`config.mk`:
```
export PLATFORM = sky130hd
export DESIGN_NAME = counter_updown_mod_flat
export DESIGN_NICKNAME = d
export VERILOG_FILES = /design/src/rtl/clk_pkg.sv /design/src/rtl/counter_updown_mod_if.sv /design/src/rtl/counter_updown_mod.sv /design/src/flat_wrapper.sv
export SDC_FILE = /design/constraint.sdc
export NUM_CORES = 1
export LEC_CHECK = 0
export BUFFER_PORTS_ARGS = -buffer_cell sky130_fd_sc_hd__buf_4
export CORE_ASPECT_RATIO = 0.75
export CORE_MARGIN = 10
export CORE_UTILIZATION = 46
export CTS_CLUSTER_SIZE = 14
export DETAILED_ROUTE_END_ITERATION = 7
export PLACE_DENSITY = 0.75
export SYNTH_ARGS = -nofsm -noshare
export SYNTH_HDL_FRONTEND = slang
export SYNTH_SLANG_ARGS = --single-unit
```
`constraint.sdc`:
```
create_clock -name i_clk -period 1.65 [get_ports i_clk]
set_input_delay 0.33 -clock i_clk [delete_from_list [all_inputs] [get_ports i_clk]]
set_output_delay 0.33 -clock i_clk [all_outputs]
set_load 0.02 [all_outputs]
```
`src/rtl/clk_pkg.sv`:
```
// Shared bounds and widths for the clock datapath fields.
// Instances pick their MIN/MAX/WIDTH from these constants.
package clk_pkg;

    localparam int SEC_MAX  = 59;
    localparam int MIN_MAX  = 59;
    localparam int HR24_MAX = 23;
    localparam int HR12_MIN = 1;
    localparam int HR12_MAX = 12;

    localparam int SEC_W = 6;
    localparam int HR_W  = 5;

endpackage

```
`src/rtl/counter_updown_mod_if.sv`:
```
// Control and status bundle of one up/down modulo counter stage.
// master drives the requests, slave is the counter itself.
interface counter_updown_mod_if #(
    parameter int WIDTH = 10
);

    logic             i_en;
    logic             i_up;
    logic             i_down;
    logic             i_load;
    logic [WIDTH-1:0] i_load_val;
    logic [WIDTH-1:0] o_count;
    logic             o_carryup;
    logic             o_borrowdown;
    logic             o_at_max;
    logic             o_at_min;

    modport master (
        output i_en, i_up, i_down, i_load, i_load_val,
        input  o_count, o_carryup, o_borrowdown,
        input  o_at_max, o_at_min
    );

    modport slave (
        input  i_en, i_up, i_down, i_load, i_load_val,
        output o_count, o_carryup, o_borrowdown,
        output o_at_max, o_at_min
    );

endinterface

```
`src/rtl/counter_updown_mod.sv`:
```
// Single-stage up/down counter over [MIN..MAX], wrap or saturate.
// Carry/borrow are combinational so stages chain on the same edge.
module counter_updown_mod
    import clk_pkg::*;
#(
    parameter int WIDTH    = 10,
    parameter int MIN      = 0,
    parameter int MAX      = 999,
    parameter int RST_VAL  = 0,
    parameter int SATURATE = 0
) (
    input logic                 i_clk,
    input logic                 i_rstn,
    counter_updown_mod_if.slave bus
);

    localparam logic [WIDTH-1:0] MIN_V = WIDTH'(MIN);
    localparam logic [WIDTH-1:0] MAX_V = WIDTH'(MAX);
    localparam logic [WIDTH-1:0] RST_V = WIDTH'(RST_VAL);
    localparam bit               SAT   = (SATURATE != 0);

    if (MIN >= MAX) begin : g_bad_range
        $fatal(1, "counter_updown_mod: MIN must be below MAX");
    end
    if (longint'(MAX) >= (longint'(1) << WIDTH)) begin : g_bad_width
        $fatal(1, "counter_updown_mod: MAX does not fit WIDTH");
    end
    if (RST_VAL < MIN || RST_VAL > MAX) begin : g_bad_rst
        $fatal(1, "counter_updown_mod: RST_VAL outside range");
    end
    if ($bits(bus.o_count) != WIDTH) begin : g_bad_bus
        $fatal(1, "counter_updown_mod: bus width mismatch");
    end

    logic [WIDTH-1:0] count;
    logic [WIDTH-1:0] load_clamped;
    logic             step_up;
    logic             step_dn;
    logic             at_max;
    logic             at_min;
    logic             in_range;

    assign step_up  = bus.i_en & bus.i_up & ~bus.i_down;
    assign step_dn  = bus.i_en & bus.i_down & ~bus.i_up;
    assign at_max   = (count == MAX_V);
    assign at_min   = (count == MIN_V);
    assign in_range = (count >= MIN_V) && (count <= MAX_V);

    assign load_clamped =
        (bus.i_load_val > MAX_V) ? MAX_V :
        (bus.i_load_val < MIN_V) ? MIN_V :
        bus.i_load_val;

    // Count register: reset > load > step > hold.
    // A corrupted out-of-range count recovers to MIN on the next step.
    always_ff @(posedge i_clk or negedge i_rstn) begin
        if (!i_rstn) begin
            count <= RST_V;
        end else if (bus.i_load) begin
            count <= load_clamped;
        end else if (step_up) begin
            if (!in_range)   count <= MIN_V;
            else if (at_max) count <= SAT ? count : MIN_V;
            else             count <= count + 1'b1;
        end else if (step_dn) begin
            if (!in_range)   count <= MIN_V;
            else if (at_min) count <= SAT ? count : MAX_V;
            else             count <= count - 1'b1;
        end
    end

    assign bus.o_count      = count;
    assign bus.o_at_max     = at_max;
    assign bus.o_at_min     = at_min;
    assign bus.o_carryup    = i_rstn & ~SAT & ~bus.i_load
                            & step_up & at_max;
    assign bus.o_borrowdown = i_rstn & ~SAT & ~bus.i_load
                            & step_dn & at_min;

endmodule
```
`src/flat_wrapper.sv`:
```
// flat-port wrapper written by rule: the top's interface ports become plain ports
module counter_updown_mod_flat import clk_pkg::*;
#(
    parameter int WIDTH    = 10,
    parameter int MIN      = 0,
    parameter int MAX      = 999,
    parameter int RST_VAL  = 0,
    parameter int SATURATE = 0
)
  (i_clk, i_rstn, bus_i_en, bus_i_up, bus_i_down, bus_i_load, bus_i_load_val, bus_o_count, bus_o_carryup, bus_o_borrowdown, bus_o_at_max, bus_o_at_min);
  counter_updown_mod_if #(.WIDTH(WIDTH)) bus_i ();
  input logic i_clk;
  input logic i_rstn;
  input wire logic [$bits(bus_i.i_en)-1:0] bus_i_en;
  input wire logic [$bits(bus_i.i_up)-1:0] bus_i_up;
  input wire logic [$bits(bus_i.i_down)-1:0] bus_i_down;
  input wire logic [$bits(bus_i.i_load)-1:0] bus_i_load;
  input wire logic [$bits(bus_i.i_load_val)-1:0] bus_i_load_val;
  output wire logic [$bits(bus_i.o_count)-1:0] bus_o_count;
  output wire logic [$bits(bus_i.o_carryup)-1:0] bus_o_carryup;
  output wire logic [$bits(bus_i.o_borrowdown)-1:0] bus_o_borrowdown;
  output wire logic [$bits(bus_i.o_at_max)-1:0] bus_o_at_max;
  output wire logic [$bits(bus_i.o_at_min)-1:0] bus_o_at_min;
  assign bus_i.i_en = bus_i_en;
  assign bus_i.i_up = bus_i_up;
  assign bus_i.i_down = bus_i_down;
  assign bus_i.i_load = bus_i_load;
  assign bus_i.i_load_val = bus_i_load_val;
  assign bus_o_count = bus_i.o_count;
  assign bus_o_carryup = bus_i.o_carryup;
  assign bus_o_borrowdown = bus_i.o_borrowdown;
  assign bus_o_at_max = bus_i.o_at_max;
  assign bus_o_at_min = bus_i.o_at_min;
  counter_updown_mod #(.WIDTH(WIDTH), .MIN(MIN), .MAX(MAX), .RST_VAL(RST_VAL), .SATURATE(SATURATE)) u_core (.i_clk(i_clk), .i_rstn(i_rstn), .bus(bus_i));
endmodule
```
# --- After elaboration in Yosys (flattened, before gate mapping) ---
# Index checks and enable logic that the tools add are counted.
classes:
  bitwise: 12
  n_reduce_logical: 3
  eq_ne: 1
  order_cmp: 4
  addsub: 2
  mux: 9
ops:
  columns: ["operator", "n"]
  rows:
  - ["10-bit 2-to-1 mux", 9]
  - ["10-bit by 1-bit adder with 10-bit output (second input constant)", 1]
  - ["10-bit == test (second input constant)", 1]
  - ["10-bit by 1-bit greater-or-equal comparator with 1-bit output (second input constant)", 1]
  - ["10-bit > comparator (second input constant)", 1]
  - ["10-bit <= comparator (second input constant)", 1]
  - ["10-bit zero test", 1]
  - ["10-bit by 1-bit < comparator with 1-bit output (second input constant)", 1]
  - ["10-bit by 1-bit subtractor with 10-bit output (second input constant)", 1]
  - ["1-bit AND", 9]
  - ["1-bit NOT", 3]
  - ["3-bit nonzero test", 1]
  - ["1-bit logical AND", 1]
totals:
  ff_bits: 10
  input_bits: 16
  wordCells: 32
  output_inout_bits: 14

# --- Longest topological paths before layout ---
# Gate-level depths: netlist (run 1).
logic_depth:
  ltp_word: 6
  mapped_depth: 7
  ltp_nobuf: 7

# --- Least setup slack after synthesis (run 1) ---
# No wires, ideal clock.
synth_path:
  path_kind: "register -> output"
  startpoint: "register u_core.count[4], in the netlist u_core.bus.o_count[4]"
  endpoint: "output port bus_o_carryup"
  path_stages_with_launch: 5
  arrival_time_ns: 1.744
  slack_ns: -0.424
  n_path_buf: 1
  required_time_ns: 1.320
  path_cell_list: "dfrtp_1 buf_4 or2_1 nor4_4 and4_1"
synth_between:
  elab_chain_cells: 2
synth_rtl:
  columns: ["item", "line_no", "rtl"]
  rows:
  - ["start: declaration", "counter_updown_mod.sv:35", "logic [WIDTH-1:0] count;"]
  - ["start signal: assignment", "counter_updown_mod.sv:60", "count <= load_clamped;"]
  - ["start signal: assignment", "counter_updown_mod.sv:63", "else if (at_max) count <= SAT ? count : MIN_V;"]
  - ["start signal: assignment", "counter_updown_mod.sv:64", "else count <= count + 1'b1;"]
  - ["10-bit == test", "counter_updown_mod.sv:45", "assign at_max = (count == MAX_V);"]
  - ["net bus_o_at_max", "flat_wrapper.sv:22", "output wire logic [$bits(bus_i.o_at_max)-1:0] bus_o_at_max;"]
  - ["1-bit AND", "counter_updown_mod.sv:76", "& step_up & at_max;"]
  - ["end: declaration", "flat_wrapper.sv:20", "output wire logic [$bits(bus_i.o_carryup)-1:0] bus_o_carryup;"]
# The timed path passes the listed nets, and every way through them passes these cells.

# --- Final worst setup path (run 1) ---
layout_path:
  startpoint: "register u_core.count[0], in the netlist u_core.bus.o_count[0]"
  endpoint: "output port bus_o_borrowdown"
layout_between:
  elab_chain_cells: 2
layout_rtl:
  columns: ["item", "line_no", "rtl"]
  rows:
  - ["10-bit zero test", "counter_updown_mod.sv:46", "assign at_min = (count == MIN_V);"]
  - ["1-bit AND", "counter_updown_mod.sv:78", "& step_dn & at_min;"]
  - ["end: declaration", "flat_wrapper.sv:21", "output wire logic [$bits(bus_i.o_borrowdown)-1:0] bus_o_borrowdown;"]
# Every way passes these cells.

==> run metrics, run 1 <==
crit-path max FO=4; WHS Endpoint=u_core.bus.o_count[3]; # IOs=30; unrepaired setup endpoints after global routing=yes; Critical R2R Launch=u_core.bus.o_count[5]; core footprint=0.00210 mm^2; Synth async-reset ratio=1.00; startpoint types=flip-flop; register share of total power=0.229; worst setup path class=reg -> out; final clock skew=0.0131 ns; Worst Hold Class=in -> reg; cell depth of the worst min-delay path=3; H-tree depth=1; starting density of the core=0.504; vias per cell=7.02; Sw Share=0.452; DP Area=0.00155 mm^2; 1st-iter DRT viols=289; Pleak=0.788 nW; part of the power in combinational logic=0.641; FP Rows=14; crit end category=output pin; synthesis-to-finish area growth=72.2%; max cap viols=0; DRT Pass-1 Iters=5; Synth cell types=47; Mapped Cells=132; All-Layer GR Usage=0.195; Slew headroom=0.611; Max clock buf depth=2; final hold slack=0.309 ns; vias in the first global route=1333; number of flops mapped to enable cells by yosys=0; initial antenna violation count=0; hold_sp=bus_i_load_val[3]; Period Utilization, post-route=1.22; Post-Syn Nets=150; Mapped Area=0.00106 mm^2; # setup viols final=14; pre-CTS setup slack=-0.131 ns; violated checks=setup timing; Pins Over Slew Limit=0; top cell type's share of synthesized area=0.236; Crit path required time=1.32 ns; Detail Placement HPWL=3210 um; Fin. Hold Viols=0; worst r2r dst=u_core.bus.o_count[8]; R2R depth=7; final WL=5340 um; clock share of power=0.129; commonest non-fill, non-tap cells in the layout=buf_4, nor2_1, buf_6, dfrtp_2; drt wl/cell=23.8 um; Peak VDD IR=0.639 mV; layout cells sized above 1=0.587; Design Power=0.00158 W; worst path arrival time=1.68 ns; design area=0.00182 mm^2; clock root buffer=clkbuf_4; die area=0.00464 mm^2; grt total ovfl=0; Placer Congestion=1.01; Setup Total Neg Slack=-2.93 ns; leading post-synthesis cells by cell area=dfrtp_1, o21ai_0, xnor2_1; die width=75.4 um; clk sinks=10; routed vias=1580; commonest non-fill, non-tap cell in the layout=buf_4; Setup WS post-layout=-0.357 ns; sequential area share after synthesis=0.236; die height=61.5 um; Psw=0.000715 W; ys flop type=dfrtp_1; DRC=0; CTS tree=built; post-synth top area cell=dfrtp_1; first-pass GRT wire length=6890 um; Seq cells post-synth=10; pwr dens=867 mW/mm^2; Clock transition at path regs=0.09 ns; n_diodes=0; CTS buffer count=3; Routed Antenna Nets=0; # fillers=110; number of flip-flops in the largest register=10; pin count of the biggest net entering global routing=16; Achievable Freq=498 MHz; Warnings, synthesis=0; syn avg cell area=8.02 um^2; Internal=0.000866 W; I/O Buffers=29; Min Clock Period, post-route=2.01 ns; status=complete, but fails checks; Final #Nets=220; reg2reg setup slack=-0.28 ns; Skew-Pair Late Insertion Delay=0.29 ns; Least-Margin Pin Slew=0.581 ns
[cell usage after synthesis, types with 2 or more instances]
cell type	count
a21oi_1	8
nor2_1	13
inv_1	5
xnor2_1	6
a21o_1	4
buf_2	2
a31oi_1	2
ha_1	2
buf_6	2
nand3_1	3
a22o_1	3
o21ai_0	13
a22oi_1	5
xor2_1	3
buf_4	3
nand2_1	8
nor3_1	6
clkbuf_1	2
dfrtp_1	10
and4_1	2
o31ai_1	2
nand4_1	3
[worst max-delay path, cell delays in order, from the launching register on]
cell	delay [ns]
dfrtp_2	0.44
buf_6	0.14
inv_4	0.05
ha_4	0.14
nand4b_1	0.22
nor3_4	0.25
buf_6	0.14
[repair_timing]
item                                   CTS  global route
hold buffers                             1             0
pin swaps                               18            18
resized for setup                       23            15
setup buffers                            9             5
endpoints found under the hold margin   10             0
setup endpoints to repair               13            14
[stage by stage]
stage | util | std cells
global placement | 0.739 | 207
floorplan | - | 132
detailed placement | 0.739 | 207
CTS | 0.824 | 221
finish | 0.867 | 225
global route | 0.867 | 225
[layout make-up]
type / count / area [um^2] / area share
multi-input cells: 108 / 892 / 0.489
well taps: 24 / 30.0 / 0.0165
inverters: 5 / 21.3 / 0.0117
flip-flops and latches: 10 / 262 / 0.143
repair buffers: 74 / 592 / 0.325
clock buffers: 4 / 26.3 / 0.0144
[cell families (layout without fill, tap and decap cells)]
group | count (synthesis) | after routing | synth area share
AOI/OAI and AO/OA | 50 | 50 | 0.320
and+or+nand+nor | 46 | 46 | 0.259
buffers and inverters | 14 | 83 | 0.0768
DFF | 10 | 10 | 0.236
xor gates and xnor gates | 9 | 9 | 0.0745
adders and majority gates | 2 | 2 | 0.0236
muxes | 1 | 1 | 0.00946
[power groups by stage]
stage | registers, W | clock network [W] | logic, W
after detailed placement | 0.000364 | 0 | 0.000771
after floorplan | 0.000406 | 0 | 0.000425
after global placement | 0.000361 | 0 | 0.000752
final | 0.000363 | 0.000204 | 0.00101
after CTS | 0.000355 | 0.000198 | 0.000863
after global routing | 0.000366 | 0.000208 | 0.00105
[how the worst max path moves through the flow]
stage	startpoint	to	depth (start not counted)
final	u_core.bus.o_count[0]	bus_o_borrowdown	6
after global routing	u_core.bus.o_count[0]	bus_o_borrowdown	6
after CTS	u_core.bus.o_count[4]	bus_o_carryup	4
after detailed placement	u_core.bus.o_count[1]	u_core.bus.o_count[9]	7
after global placement	u_core.bus.o_count[1]	u_core.bus.o_count[6]	7
after floorplan	u_core.bus.o_count[4]	bus_o_carryup	4
[routing by layer]
layer / wire, um / GRT usage / share of wire
met2: 2420 / 0.324 / 0.45
met5: 0 / 0 / 0
met1: 1920 / 0.250 / 0.36
met3: 637 / 0.0418 / 0.12
met4: 375 / 0.0528 / 0.070
No activity file was read; power rests on OpenSTA's default activity.
==> run 2: changes to the inputs <==
RECOVER_POWER = 25   (was not set)
SETUP_SLACK_MARGIN = 0.15   (was not set)
==> run 2 against run 1 <==
  * Via count decreased by 7.5%
  * Clock power grew 15%
  * Sequential cell count unchanged
  * Maximum frequency is 0.16% higher
  * Largest power group unchanged
  * Register-to-register slack barely moved
  * Clock-buffer cell count did not move
  * Sequential power rose by 2%
  * Largest cell class unchanged
  * The flow still finishes with violations (setup timing)
==> run metrics, run 2 (synthesized netlist as in run 1, its figures left out) <==
CP bufs+invs=3 (unchanged); WHS Endpoint=u_core.bus.o_count[3]; synthesis-to-finish area growth=77.1%; pwr dens=861 mW/mm^2 (-0.71%); initial antenna violation count=0 (unchanged); crit-path max FO=3 (-1); I/O Buffers=29 (unchanged); pre-CTS setup slack=-0.0999 ns (+0.0308 ns); starting density of the core=0.504 (unchanged); vias in the first global route=1253 (-6.0%); Setup Total Neg Slack=-2.86 ns (+0.0676 ns); Pins Over Slew Limit=0 (unchanged); violated checks=setup timing; commonest non-fill, non-tap cells in the layout=buf_4, buf_6, nor2_1, dfrtp_2; Setup WS post-layout=-0.353 ns (+0.00323 ns); Peak VDD IR=0.509 mV (-20%); Clock transition at path regs=0.08 ns (about the same); commonest non-fill, non-tap cell in the layout=buf_4; Final Non-Filler Cells=227 (+0.89%); Least-Margin Pin Slew=0.538 ns (-0.0425 ns); worst path arrival time=1.67 ns (about the same); worst setup path class=reg -> out; R2R depth=8 (+1); drt wl/cell=21.2 um (-11%); status=complete, but fails checks; Placer Congestion=0.989 (-2.3%); final clock skew=0.00246 ns (-0.0106 ns); DRT Pass-1 Iters=5 (unchanged); Detail Route met2 WL=2320 um (-4.1%); Slew headroom=0.640 (+0.0284); final WL=4820 um (-9.8%); hold_sp=bus_i_load_val[3]; die width=75.4 um (unchanged); worst r2r dst=u_core.bus.o_count[1]; Critical-path top delay cell=dfrtp_2; Max clock buf depth=2 (unchanged); grt total ovfl=0 (unchanged); Critical R2R Launch=u_core.bus.o_count[8]; Achievable Freq=499 MHz (+0.16%); Detail Placement HPWL=3040 um (-5.5%); Highest Signal Layer=met4; CTS tree=built; Pleak=0.811 nW (+2.8%); Skew-Pair Late Insertion Delay=0.27 ns (-0.02 ns); routed vias=1462 (-7.5%); max cap viols=0 (unchanged); Min Clock Period, post-route=2.00 ns (-0.00323 ns); # setup viols final=14 (unchanged); pin count of the biggest net entering global routing=16 (unchanged); CTS buffer count=3 (unchanged); die area=0.00464 mm^2 (unchanged); Design Power=0.00161 W (+2.1%); met3 WL post-DR=428 um (-33%); clock root buffer=clkbuf_4; reg2reg setup slack=-0.29 ns (about the same); critical-path cell list=nor4_4 -> nand4b_1 -> buf_4 -> inv_2 -> buf_6; die height=61.5 um (unchanged); # IOs=30 (unchanged); startpoint types=flip-flop; Crit path required time=1.32 ns (about the same); n_diodes=0 (unchanged); Top delay family on crit path=simple AND/OR/NAND/NOR gates; DP Cell Count=204 (-1.4%); Final #Nets=222 (+0.91%); WL met1=1870 um (-2.4%); FP Rows=14 (unchanged); 1st-iter DRT viols=258 (-11%); clk sinks=10 (unchanged); first-pass GRT wire length=6510 um (-5.5%); number of flip-flops in the largest register=10 (unchanged); Worst Hold Class=in -> reg; Routed Antenna Nets=0 (unchanged); crit end category=output pin; vias per cell=6.44 (-8.3%); core footprint=0.00210 mm^2 (unchanged); unrepaired setup endpoints after global routing=yes; layout cells sized above 1=0.611 (+0.0238); DRC=0 (unchanged); CP max stage delay=0.42 ns (-0.02 ns); Period Utilization, post-route=1.21 (-0.00196); Fin. Hold Viols=0 (unchanged); post-layout util=0.892 (+0.0244); Worst Setup SP=u_core.bus.o_count[8]; All-Layer GR Usage=0.186 (-0.00903); cell depth of the worst min-delay path=3 (unchanged); H-tree depth=1 (unchanged)
-- run 2: final cells by class --
class,instances,area (um^2)
well taps,24,30.0
clock buffers,4,36.3
flip-flops and latches,10,262
repair buffers,76,631
fillers,86,228
multi-input cells,108,897
inverters,5,18.8
-- run 2: where the power goes --
| part | internal [W] | total [W] | switching, W |
|---|---|---|---|
| combinational | 0.000510 | 0.00101 | 0.000500 |
| sequential | 0.000297 | 0.000369 | 0.0000717 |
| clock | 0.000134 | 0.000235 | 0.000101 |
| total | 0.000941 | 0.00161 | 0.000673 |
-- run 2: repair_timing --
action | CTS | global route
setup buffers | 6 | 12
pin swaps | 14 | 14
resized for setup | 23 | 16
hold endpoints to repair | 10 | 0
hold buffers | 1 | 0
endpoints found under the setup margin | 14 | 15
-- run 2: how the worst max path moves through the flow --
stage,slack (ns),depth (start not counted),to
floorplan,-0.19,4,bus_o_carryup
detailed placement,-0.1,6,u_core.bus.o_count[9]
finish,-0.35,5,bus_o_at_min
global placement,-0.09,6,u_core.bus.o_count[9]
CTS,-0.35,4,bus_o_borrowdown
global route,-0.41,5,bus_o_at_min
-- run 2: worst register-to-register path, cell delays in order (launching register included) --
cell	delay, ns
dfrtp_2	0.42
nor4_4	0.32
nand4b_1	0.27
buf_4	0.23
buf_4	0.13
buf_6	0.11
a21oi_2	0.13
a21oi_1	0.05
o221ai_1	0.18
-- run 2: stage by stage --
| stage | hold slack, ns | cell area, um^2 |
|---|---|---|
| 2_1_floorplan | 0.0344 | 1160 |
| 3_3_place_gp | 0.182 | 1530 |
| 3_5_place_dp | 0.183 | 1530 |
| 4_1_cts | 0.300 | 1700 |
| 5_1_grt | 0.311 | 1870 |
| 6_report | 0.303 | 1870 |
-- run 2: per-layer routing --
layer  vias up  GRT usage
met5         -          0
met2        99      0.299
met3        18     0.0450
li1        651          -
met4         0     0.0739
met1       694      0.236
